`config.mk`:
```
export PLATFORM = sky130hd
export DESIGN_NAME = fetch_unit
export DESIGN_NICKNAME = d
export VERILOG_FILES = /design/src/rtl/fetch_unit_pkg.sv /design/src/rtl/fetch_skid.sv /design/src/rtl/fetch_unit.sv
export SDC_FILE = /design/constraint.sdc
export NUM_CORES = 1
export LEC_CHECK = 0
export ABC_AREA = 1
export BUFFER_PORTS_ARGS = -buffer_cell sky130_fd_sc_hd__buf_2
export CAP_MARGIN = 15
export CORE_MARGIN = 4
export CORE_UTILIZATION = 55
export DETAILED_ROUTE_END_ITERATION = 10
export GPL_TIMING_DRIVEN = 0
export HOLD_SLACK_MARGIN = 0.06
export MAX_ROUTING_LAYER = met4
export PLACE_DENSITY = 0.89
export SYNTH_ARGS = -nofsm -noshare
export SYNTH_HDL_FRONTEND = slang
export SYNTH_SLANG_ARGS = --single-unit
```
`constraint.sdc`:
```
create_clock -name clk -period 1.7 [get_ports clk]
set_input_delay 0.17 -clock clk [delete_from_list [all_inputs] [get_ports clk]]
set_output_delay 0.17 -clock clk [all_outputs]
set_load 0.005 [all_outputs]
```
`src/rtl/fetch_unit_pkg.sv`:
```
// Shared RV32I core definitions: XLEN, reset PC, NOP encoding,
// major opcodes and the IF/ID bundle carried from fetch to decode.
package fetch_unit_pkg;

   localparam int XLEN = 32;

   localparam logic [XLEN-1:0] RESET_PC  = 32'h0000_0000;
   localparam logic [XLEN-1:0] NOP_INSTR = 32'h0000_0013;
   localparam logic [XLEN-1:0] PC_STEP   = 32'd4;

   localparam logic [6:0] OP_LUI      = 7'b0110111;
   localparam logic [6:0] OP_AUIPC    = 7'b0010111;
   localparam logic [6:0] OP_JAL      = 7'b1101111;
   localparam logic [6:0] OP_JALR     = 7'b1100111;
   localparam logic [6:0] OP_BRANCH   = 7'b1100011;
   localparam logic [6:0] OP_LOAD     = 7'b0000011;
   localparam logic [6:0] OP_STORE    = 7'b0100011;
   localparam logic [6:0] OP_IMM      = 7'b0010011;
   localparam logic [6:0] OP_REG      = 7'b0110011;
   localparam logic [6:0] OP_MISC_MEM = 7'b0001111;
   localparam logic [6:0] OP_SYSTEM   = 7'b1110011;

   typedef struct packed {
      logic            valid;
      logic [XLEN-1:0] instr;
      logic [XLEN-1:0] pc;
   } if_id_t;

   localparam if_id_t IF_ID_RESET = '{
      valid: 1'b0,
      instr: NOP_INSTR,
      pc:    '0
   };

   function automatic logic [XLEN-1:0] word_align(
      input logic [XLEN-1:0] a
   );
      return {a[XLEN-1:2], 2'b00};
   endfunction

endpackage

```
`src/rtl/fetch_skid.sv`:
```
// One-entry holding register for a fetch response that arrives
// while decode is stalled; flush wins over load, load over drain.
module fetch_skid
   import fetch_unit_pkg::*;
(
   input  logic            clk,
   input  logic            rst_n,
   input  logic            flush,
   input  logic            load,
   input  logic            drain,
   input  logic [XLEN-1:0] load_instr,
   input  logic [XLEN-1:0] load_pc,
   output logic            valid,
   output logic [XLEN-1:0] instr,
   output logic [XLEN-1:0] pc
);

   always_ff @(posedge clk or negedge rst_n) begin
      if (!rst_n) begin
         valid <= 1'b0;
         instr <= NOP_INSTR;
         pc    <= RESET_PC;
      end else begin
         if (flush) begin
            valid <= 1'b0;
         end else if (load) begin
            valid <= 1'b1;
            instr <= load_instr;
            pc    <= load_pc;
         end else if (drain) begin
            valid <= 1'b0;
         end
      end
   end

endmodule

```
`src/rtl/fetch_unit.sv`:
```
// Instruction fetch stage and IF/ID register: PC sequencing,
// 1-cycle imem reads, stall skid buffering and redirect flush.
module fetch_unit
   import fetch_unit_pkg::*;
(
   input  logic        clk,
   input  logic        rst_n,
   output logic        imem_en,
   output logic [31:0] imem_addr,
   input  logic [31:0] imem_rdata,
   input  logic        id_stall,
   input  logic        redirect_valid,
   input  logic [31:0] redirect_pc,
   output logic        if_valid,
   output logic [31:0] if_instr,
   output logic [31:0] if_pc
);

   logic [XLEN-1:0] pc_q;
   logic [XLEN-1:0] rsp_pc_q;
   logic            rsp_pending;

   if_id_t          out_q;
   if_id_t          out_d;
   if_id_t          skid_q;

   logic            skid_valid;
   logic [XLEN-1:0] skid_instr;
   logic [XLEN-1:0] skid_pc;

   logic            hold;
   logic            adv;
   logic            issue;
   logic            skid_load;
   logic            sel_skid;
   logic            sel_rsp;
   logic            sel_bub;
   logic            unused_rpc_lsb;

   assign unused_rpc_lsb = ^redirect_pc[1:0];

   // A bubble under stall is not held; decode may overwrite it.
   assign hold  = id_stall & out_q.valid;
   assign adv   = ~redirect_valid & ~hold;

   // Never issue while a captured response could still need the skid.
   assign issue = ~redirect_valid
                & ~skid_valid
                & ~(rsp_pending & hold);

   assign imem_en   = issue & rst_n;
   assign imem_addr = pc_q;

   assign skid_load = ~redirect_valid & hold & rsp_pending;
   assign sel_skid  = adv & skid_valid;
   assign sel_rsp   = adv & ~skid_valid & rsp_pending;
   assign sel_bub   = adv & ~skid_valid & ~rsp_pending;

   assign skid_q.valid = skid_valid;
   assign skid_q.instr = skid_instr;
   assign skid_q.pc    = skid_pc;

   fetch_skid u_skid (
      .clk        (clk),
      .rst_n      (rst_n),
      .flush      (redirect_valid),
      .load       (skid_load),
      .drain      (sel_skid),
      .load_instr (imem_rdata),
      .load_pc    (rsp_pc_q),
      .valid      (skid_valid),
      .instr      (skid_instr),
      .pc         (skid_pc)
   );

   always_comb begin
      out_d = out_q;
      unique case (1'b1)
         redirect_valid: begin
            out_d.valid = 1'b0;
            out_d.instr = NOP_INSTR;
         end
         sel_skid: begin
            out_d = skid_q;
         end
         sel_rsp: begin
            out_d.valid = 1'b1;
            out_d.instr = imem_rdata;
            out_d.pc    = rsp_pc_q;
         end
         sel_bub: begin
            out_d.valid = 1'b0;
            out_d.instr = NOP_INSTR;
         end
         default: ;
      endcase
   end

   always_ff @(posedge clk or negedge rst_n) begin
      if (!rst_n) begin
         pc_q        <= RESET_PC;
         rsp_pc_q    <= RESET_PC;
         rsp_pending <= 1'b0;
         out_q       <= IF_ID_RESET;
      end else begin
         out_q <= out_d;
         if (redirect_valid) begin
            pc_q        <= word_align(redirect_pc);
            rsp_pending <= 1'b0;
         end else begin
            rsp_pending <= issue;
            if (issue) begin
               pc_q     <= pc_q + PC_STEP;
               rsp_pc_q <= pc_q;
            end
         end
      end
   end

   assign if_valid = out_q.valid;
   assign if_instr = out_q.instr;
   assign if_pc    = out_q.pc;

   skid_no_overflow: assert property (
      @(posedge clk) disable iff (!rst_n)
      !(skid_load && skid_valid)
   );

endmodule

```
== After elaboration in Yosys (flattened, before gate mapping) ==
Index checks and enable logic that the tools add are counted.
Cells by class
  $add $sub $neg: 1
  muxes and demuxes: 8
  bitwise operators: 17
  reductions and logical operators: 7
Operator list (count)
  33-bit one-hot mux with 3 select lines: 1
  32-bit two-way mux: 2
  32-bit one-hot mux with 2 select lines: 1
  32-bit by 3-bit adder with 32-bit output, second input constant: 1
  1-bit AND: 12
  3-bit nonzero test: 2
  1-bit inverter: 5
  1-bit two-way mux: 4
  2-bit AND reduction: 2
  2-bit nonzero test: 2
  2-bit OR reduction: 1
Word-level totals
  register bits: 195
  input bits: 68
  output and inout port bits: 98
  logic and storage cells: 42

== Longest topological paths before layout ==
Gate-level depths: netlist of the first run.
  depth after elaboration: 7
  mapped depth: 9

== Modules after synthesis ==
From an unflattened synthesis of the first run, not the netlist that was laid out.
Second synthesis, totals
  cells, all modules: 1143
  area total of the unflattened synthesis: 9033.7 sq um
By module, submodules not included
  fetch_unit: instances 1, cells an instance 860, area each 6442.4 sq um
  fetch_skid: instances 1, cells an instance 283, area each 2591.2 sq um

== Worst setup path before layout of the first run ==
No wires, ideal clock.
  path type: register -> register
  from: register pc_q[2] (netlist: imem_addr[2])
  to: register pc_q[22] (netlist: imem_addr[22])
  library setup time: 0.124 ns
  data arrival time: 1.264 ns
  setup slack: 0.312 ns
  cell stages (with the launch flop): 9
  clock period less this slack: 1.388 ns
  path through: dfrtp_1 -> ha_1 -> nand2_1 -> nor2_1 -> nand2_1 -> nor2_1 -> nand2_1 -> nand2_1 -> nand3_1
Between the ends
  cells in the longest elaborated chain, start to end: 3
RTL lines
  start, declared: line fetch_unit.sv:19  | logic [XLEN-1:0] pc_q;
  start signal, assigned: line fetch_unit.sv:108  | pc_q <= word_align(redirect_pc);
  start signal, assigned: line fetch_unit.sv:113  | pc_q <= pc_q + PC_STEP;
  32-bit by 3-bit adder with 32-bit output: line fetch_unit.sv:113
  32-bit two-way mux: line fetch_unit.sv:112  | if (issue) begin
  32-bit two-way mux: line fetch_unit.sv:107  | if (redirect_valid) begin
No other way between the ends. The select of a mux whose other input is x is not followed.
A chain may end at the register's enable or synchronous reset.

== Worst setup path after layout of the first run ==
  from: register out_q, in the netlist if_valid
  to: register u_skid.instr[30]
Between the ends
  cells in the longest elaborated chain, start to end: 4
RTL lines
  start, declared: line fetch_unit.sv:23  | if_id_t out_q;
  start signal, assigned: line fetch_unit.sv:106  | out_q <= out_d;
  1-bit AND: line fetch_unit.sv:43  | assign hold = id_stall & out_q.valid;
  1-bit AND (2 in series): line fetch_unit.sv:54  | assign skid_load = ~redirect_valid & hold & rsp_pending;
  2-bit AND reduction (no source line)
  end signal, assigned: line fetch_skid.sv:28  | instr <= load_instr;
  end, declared: line fetch_skid.sv:14  | output logic [XLEN-1:0] instr,
No other way between the ends.

==> run metrics, run 1 <==
final hold viol count=69; initial antenna violation count=0; # diodes=0; internal power=8622 uW; first-pass GRT wire length=41.40 mm; fin crit period=1.667 ns; xor/xnor share of the synthesized area=0.09964%; part of the power in combinational logic=20.7%; CTS Hold Buffers Added=57; synth top area cells=dfrtp_1, nand2_1, o21ai_0; WL/cell=16.66 um; status=finished, violations left; part of the cycle the worst path needs=98.05%; Sink Count=187; clock network fraction of design power=30.5%; Final Max Slew Viols=0; 1st-pass router iterations=8; # IOs=166; met3 routed WL=2.368 mm; num rows=45; vias in the first global route=8381; number of distinct library cells after synthesis=26; FF-to-FF path depth=7; Skew-Pair Late Insertion Delay=0.43 ns; Post-DRT Antenna Nets=0; Final Setup Violations=0; post-synthesis simple-gate area fraction=20.40%; Crit Path Class=reg -> reg; Critical Path RT=1.99 ns; Adder-Cell Fraction of Synth Area=0.1423%; Least-Margin Pin Slew=0.5854 ns; Worst Path Arrival=1.96 ns; Iter 0 DRT Violations=805; WL final=26.10 mm; pin count of the biggest net entering global routing=115; Slew Limit Headroom=60.97%; switching share of power=30.90%; clock root cell=clkbuf_16; clk slew on worst S/H paths=0.07 ns; RD Place Congestion=0.9641; Num CTS Buffers=17; maxcap violations=0; Post-Syn Area=8790 um^2; mux cell area share after synthesis=2.819%; Synth Area in Compound Gates=14.23%; gr usage total=29.73%; share of cells above drive strength 1=20.89%; Max Fclk=0.5999 GHz; post-synth top area cell=dfrtp_1; DP HPWL=17.12 mm; Tot Pwr=12480 uW; crit path max fanout=10; Port Buf Inserts=158; hold slack=-0.2883 ns; Critical Path Sink Type=flop; P per Cell Area=1120 nW/um^2; total global routing overflow=0; failing checks=negative hold slack; Core Area=15430 um^2; DR vias=8633; Yosys reg bits=187; largest family of logic cells by synthesized area=simple AND/OR/NAND/NOR gates; post-synthesis sequential area ratio=53.32%; leakage=0.005675 uW; sw power=3855 uW; Synth Warn #=0; met2 WL=13.11 mm; Synth top area share=51.53%; Area growth, synth to finish=26.79%; CTS max path bufs=2; Starting Density=56.97%; unrepaired setup endpoints after global routing=true; uppermost layer routed=met4; # nets final=1411; Clock Skew=0.01037 ns; M1 WL=10.07 mm; Seq pwr share=48.8%; Die X=134.4 um; HP Class=in -> async; maximum VDD drop=0.0008366 V; final core area utilization=72.24%; average cell area after synthesis=7.998 um^2; CTS tree=yes; die area=18070 um^2; fill count=1121; Die Ht=134.4 um; # DRC=0; type of origin of the critical path=flop; H-tree Lvls=4; Syn Inst Count=1099; post-DR vias/cell=5.513
-- placed cells by master (no fill, tap or decap), drive strengths merged --
cell / synthesis / routed
nand2: 228 / 228
o21ai: 208 / 208
buf: 32 / 193
dfrtp: 181 / 181
inv: 133 / 136
nor2: 133 / 133
nand3: 79 / 79
dlygate4sd3: 0 / 57
clkbuf: 29 / 52
a21oi: 39 / 39
mux2: 22 / 22
dfstp: 6 / 6
clkinv: 0 / 5
conb: 1 / 4
clkinvlp: 0 / 3
nor3: 2 / 2
o211ai: 2 / 2
nand4: 1 / 1
xor2: 1 / 1
or2: 1 / 1
ha: 1 / 1
bufinv: 0 / 1
-- state kept, by name, indices dropped and copies added (netlist names) --
register and flops:
u_skid.valid 1, rsp_pending 1, if_instr 32, u_skid.pc 30
rsp_pc_q 30, u_skid.instr 32, if_valid 1, if_pc 30
imem_addr 30
-- cells by family after synthesis --
| logic type | after synthesis |
|---|---|
| AND/OR/NAND/NOR | 444 |
| AO/OA/AOI/OAI | 249 |
| buffers and inverters | 194 |
| flip-flops | 187 |
| multiplexers | 22 |
| adder cells (fa/ha/maj) | 1 |
| other | 1 |
| XOR/XNOR | 1 |
-- synthesized netlist by cell type --
cell type	count
nand4_1	1
nor3_1	2
buf_4	5
conb_1	1
inv_2	3
inv_1	130
xor2_1	1
nand3_2	1
nor2_4	2
buf_6	1
clkbuf_2	1
o211ai_1	2
o21ai_0	169
nand2_1	228
or2_2	1
dfrtp_1	181
o21ai_1	39
dfstp_2	6
mux2_2	22
buf_2	24
buf_1	2
nand3_1	78
ha_1	1
a21oi_1	39
clkbuf_1	28
nor2_1	131
-- power by group through the flow --
stage                     Sequential (uW)  Clock (uW)  Combinational [uW]
after CTS                            6050        3820                2540
after detailed placement             6120           0                2400
after global placement               6070           0                2280
after global routing                 6200        4010                2900
final                                6090        3800                2590
after floorplan                      5990           0                1370
-- critical path: stages, from the launching register on --
cell,delay (ns)
dfrtp_1,0.43
nand2_2,0.13
nor2_4,0.18
nand2_1,0.10
buf_2,0.22
clkbuf_2,0.24
nand2_1,0.12
o21ai_0,0.11
-- routing by layer --
metal  up-vias  track usage (%)
met4         0            9.672
met5         -                -
met2       526            50.31
met3        54            5.289
met1      4049            36.46
li1       4004                -
-- per-stage QoR --
step | TNS, ns | worst slack [ns] | cells | instance area (um^2)
2_1_floorplan | 0 | 0.3121 | 1102 | 8801
3_3_place_gp | -459.77 | -2.498 | 1471 | 9856
3_5_place_dp | -0.9297 | -0.08194 | 1472 | 9893
4_1_cts | -0.04016 | -0.04016 | 1564 | 11070
5_1_grt | -0.1174 | -0.04188 | 1566 | 11140
6_report | 0 | 0.03315 | 1566 | 11140
-- worst paths after layout --
kind                       slack [ns]               end       startpoint
min reg2reg                      0.49      if_instr[27]     if_instr[27]
max reg2reg                      0.03  u_skid.instr[30]         if_valid
min in group clk                 0.08     imem_addr[21]  redirect_pc[21]
min                             -0.29       if_instr[6]            rst_n
max in group asynchronous        1.20   u_skid.instr[4]            rst_n
max                              0.03  u_skid.instr[30]         if_valid
-- area by class of cell --
type                       instances  area [um^2]  area share [%]
buffer                            60        306.5           2.751
clock inverter                    12        115.1           1.033
tap                              211        264.0           2.369
timing repair buffer             222         1461           13.11
multi-input combinational        721         3363           30.18
inverter                         133        499.2           4.480
clock buffer                      20        446.7           4.008
sequential                       187         4688           42.07
-- repair_timing --
| action | CTS | global route |
|---|---|---|
| gates cloned | 0 | 1 |
| pin swaps | 3 | 1 |
| gates resized for setup | 13 | 21 |
| endpoints found under the setup margin | 34 | 104 |
| hold endpoints to repair | 130 | 69 |
| setup buffers | 3 | 2 |
Note: power is estimated with default switching activity, not from simulation.
==> run 2, diff against run 1 <==
--- a/config.mk
+++ b/config.mk
@@ -9,12 +9,13 @@
 export BUFFER_PORTS_ARGS = -buffer_cell sky130_fd_sc_hd__buf_2
 export CAP_MARGIN = 15
 export CORE_MARGIN = 4
-export CORE_UTILIZATION = 55
+export CORE_UTILIZATION = 30
 export DETAILED_ROUTE_END_ITERATION = 10
 export GPL_TIMING_DRIVEN = 0
 export HOLD_SLACK_MARGIN = 0.06
 export MAX_ROUTING_LAYER = met4
-export PLACE_DENSITY = 0.89
+export PLACE_DENSITY = 0.58
+export SETUP_SLACK_MARGIN = 0.2
 export SYNTH_ARGS = -nofsm -noshare
 export SYNTH_HDL_FRONTEND = slang
 export SYNTH_SLANG_ARGS = --single-unit
==> run metrics, run 2 (same netlist as run 1, synthesis figures left out) <==
# IOs=166 (unchanged); share of cells above drive strength 1=26.70% (was 20.89%); initial antenna violation count=1 (was 0); DP HPWL=19.22 mm (was 17.12 mm); RR Endpoint=if_instr[31] (was u_skid.instr[30]); crit path launch=u_skid.valid (was if_valid); Worst Path Arrival=1.48 ns (was 1.96 ns); TNS Setup=0 ns (unchanged); Sink Count=187 (unchanged); crit path max fanout=2 (was 10); pin count of the biggest net entering global routing=88 (was 115); WL final=27.46 mm (was 26.10 mm); CTS max path bufs=2 (unchanged); Crit Path Class=reg -> out (was reg -> reg); Post-DRT Antenna Nets=0 (unchanged); uppermost layer routed=met4 (unchanged); failing checks=negative hold slack (unchanged); met3 routed WL=1.706 mm (was 2.368 mm); Tot Pwr=13100 uW (was 12480 uW); WL/cell=15.64 um (was 16.66 um); die area=32100 um^2 (was 18070 um^2); Core Area=28780 um^2 (was 15430 um^2); status=finished, violations left (unchanged); PnR worst setup slack=0.04844 ns (was 0.03315 ns); worst slack, placed=-0.1805 ns (was -0.08194 ns); Starting Density=30.54% (was 56.97%); Skew-Pair Late Insertion Delay=0.44 ns (was 0.43 ns); Clock Skew=0.008904 ns (was 0.01037 ns); Final Setup Violations=0 (unchanged); Port Buf Inserts=158 (unchanged); final hold viol count=85 (was 69); clk slew on worst S/H paths=0.07 ns (about the same); Slew Limit Headroom=60.03% (was 60.97%); total global routing overflow=0 (unchanged); leakage=0.005930 uW (was 0.005675 uW); part of the cycle the worst path needs=97.15% (was 98.05%); Die X=179.2 um (was 134.4 um); # nets final=1427 (was 1411); maximum VDD drop=0.0006959 V (was 0.0008366 V); commonest non-fill, non-tap cell in the layout=nand2_1 (unchanged); gr usage total=17.59% (was 29.73%); H-tree Lvls=4 (unchanged); Max Fclk=0.6055 GHz (was 0.5999 GHz); Final Max Slew Viols=0 (unchanged); Least-Margin Pin Slew=0.5996 ns (was 0.5854 ns); DR vias=8138 (was 8633); type of origin of the critical path=flop (unchanged); Reg2Reg Setup Slack=0.12 ns (was 0.03 ns); unrepaired setup endpoints after global routing=true (unchanged); RD Place Congestion=0.8625 (was 0.9641); most frequent cells in the layout=nand2_1, dfrtp_1, buf_2, o21ai_0, inv_1 (unchanged); maxcap violations=0 (unchanged); HP Class=in -> async (unchanged); post-DR vias/cell=4.634 (was 5.513); met2 WL=12.71 mm (was 13.11 mm); CTS tree=yes (unchanged); hold slack=-0.3445 ns (was -0.2883 ns); # DRC=0 (unchanged); Critical Path RT=1.53 ns (was 1.99 ns); CP Capture Point=imem_en (was u_skid.instr[30]); M1 WL=12.80 mm (was 10.07 mm); P per Cell Area=1094 nW/um^2 (was 1120 nW/um^2); Num CTS Buffers=17 (unchanged); 1st-pass router iterations=5 (was 8); Die Ht=179.2 um (was 134.4 um); clock root cell=clkbuf_16 (unchanged); CTS Hold Buffers Added=57 (unchanged); Critical Path Sink Type=primary output (was flop); Iter 0 DRT Violations=601 (was 805); Area growth, synth to finish=36.26% (was 26.79%); fin crit period=1.652 ns (was 1.667 ns); first-pass GRT wire length=42.68 mm (was 41.40 mm); reg2reg start=rsp_pending (was if_valid); vias in the first global route=7824 (was 8381); FF-to-FF path depth=8 (was 7); num rows=62 (was 45)
[run 2: changes by cell type in the layout (fill, tap and decap cells not counted), moves of 7 or more]
cell and delta:
dfrtp_1 -11, o21ai_0 -20, o21ai_1 +20, nand2_1 -11, clkbuf_1 -14, buf_6 +11
nor2_1 -26, nor2_2 +9, nand2_2 +7, buf_4 +24, dfrtp_2 +11, nor2_4 +17
buf_2 -15
[run 2: what timing repair did]
action	4_1_cts	5_1_grt
pin swaps	5	15
cloned	1	0
setup endpoints to repair	169	153
resized for setup	72	157
setup buffers	10	10
hold endpoints to repair	146	85
[run 2: critical path, cell delays in order, from the launching register on]
cell and delay (ns):
dfrtp_1 0.41, nor2_4 0.13, nand2_4 0.08, buf_8 0.13
buf_12 0.12, nor2_4 0.07, buf_2 0.11
[run 2: through the flow]
step                      utilization, %  std cells  cell area (um^2)
final                              41.61       1756             11980
after global routing               41.61       1756             11980
after CTS                          40.33       1745             11610
after detailed placement           35.13       1645             10110
after global placement             35.00       1644             10070
after floorplan                        -       1102              8801
[run 2: area by class of cell]
type	instances	area (um^2)
Clock buffer	21	460.4
Sequential cell	187	4702
Clock inverter	11	160.2
Tap cell	384	480.5
Fill cell	2890	16800
Buffer	61	495.5
Antenna cell	1	2.502
Timing Repair Buffer	237	1587
Multi-Input combinational cell	721	3585
Inverter	133	504.2
[run 2: where the power goes]
part           total, uW  switching [uW]  internal (uW)
Clock               4240            1820           2420
Combinational       2810            1540           1270
Sequential          6050             629           5420
Total              13100            3990           9110
[run 2: per-layer routing]
metal  GRT usage, %  vias to the layer above
li1               -                     4048
met5              -                        -
met2          28.45                      262
met4          3.174                        0
met3          3.458                       17
met1          23.38                     3811
[run 2: worst min path at each step]
| stage | from | to | slack (ns) | depth (start not counted) |
|---|---|---|---|---|
| 6_report | rst_n | if_instr[7] | -0.34 | 1 |
| 5_1_grt | rst_n | if_instr[7] | -0.32 | 1 |
| 4_1_cts | rst_n | if_instr[3] | -0.33 | 1 |
| 3_5_place_dp | rst_n | if_instr[3] | 0.23 | 1 |
| 3_3_place_gp | redirect_pc[10] | imem_addr[10] | 0.39 | 3 |
| 2_1_floorplan | rst_n | if_instr[10] | -0.13 | 0 |
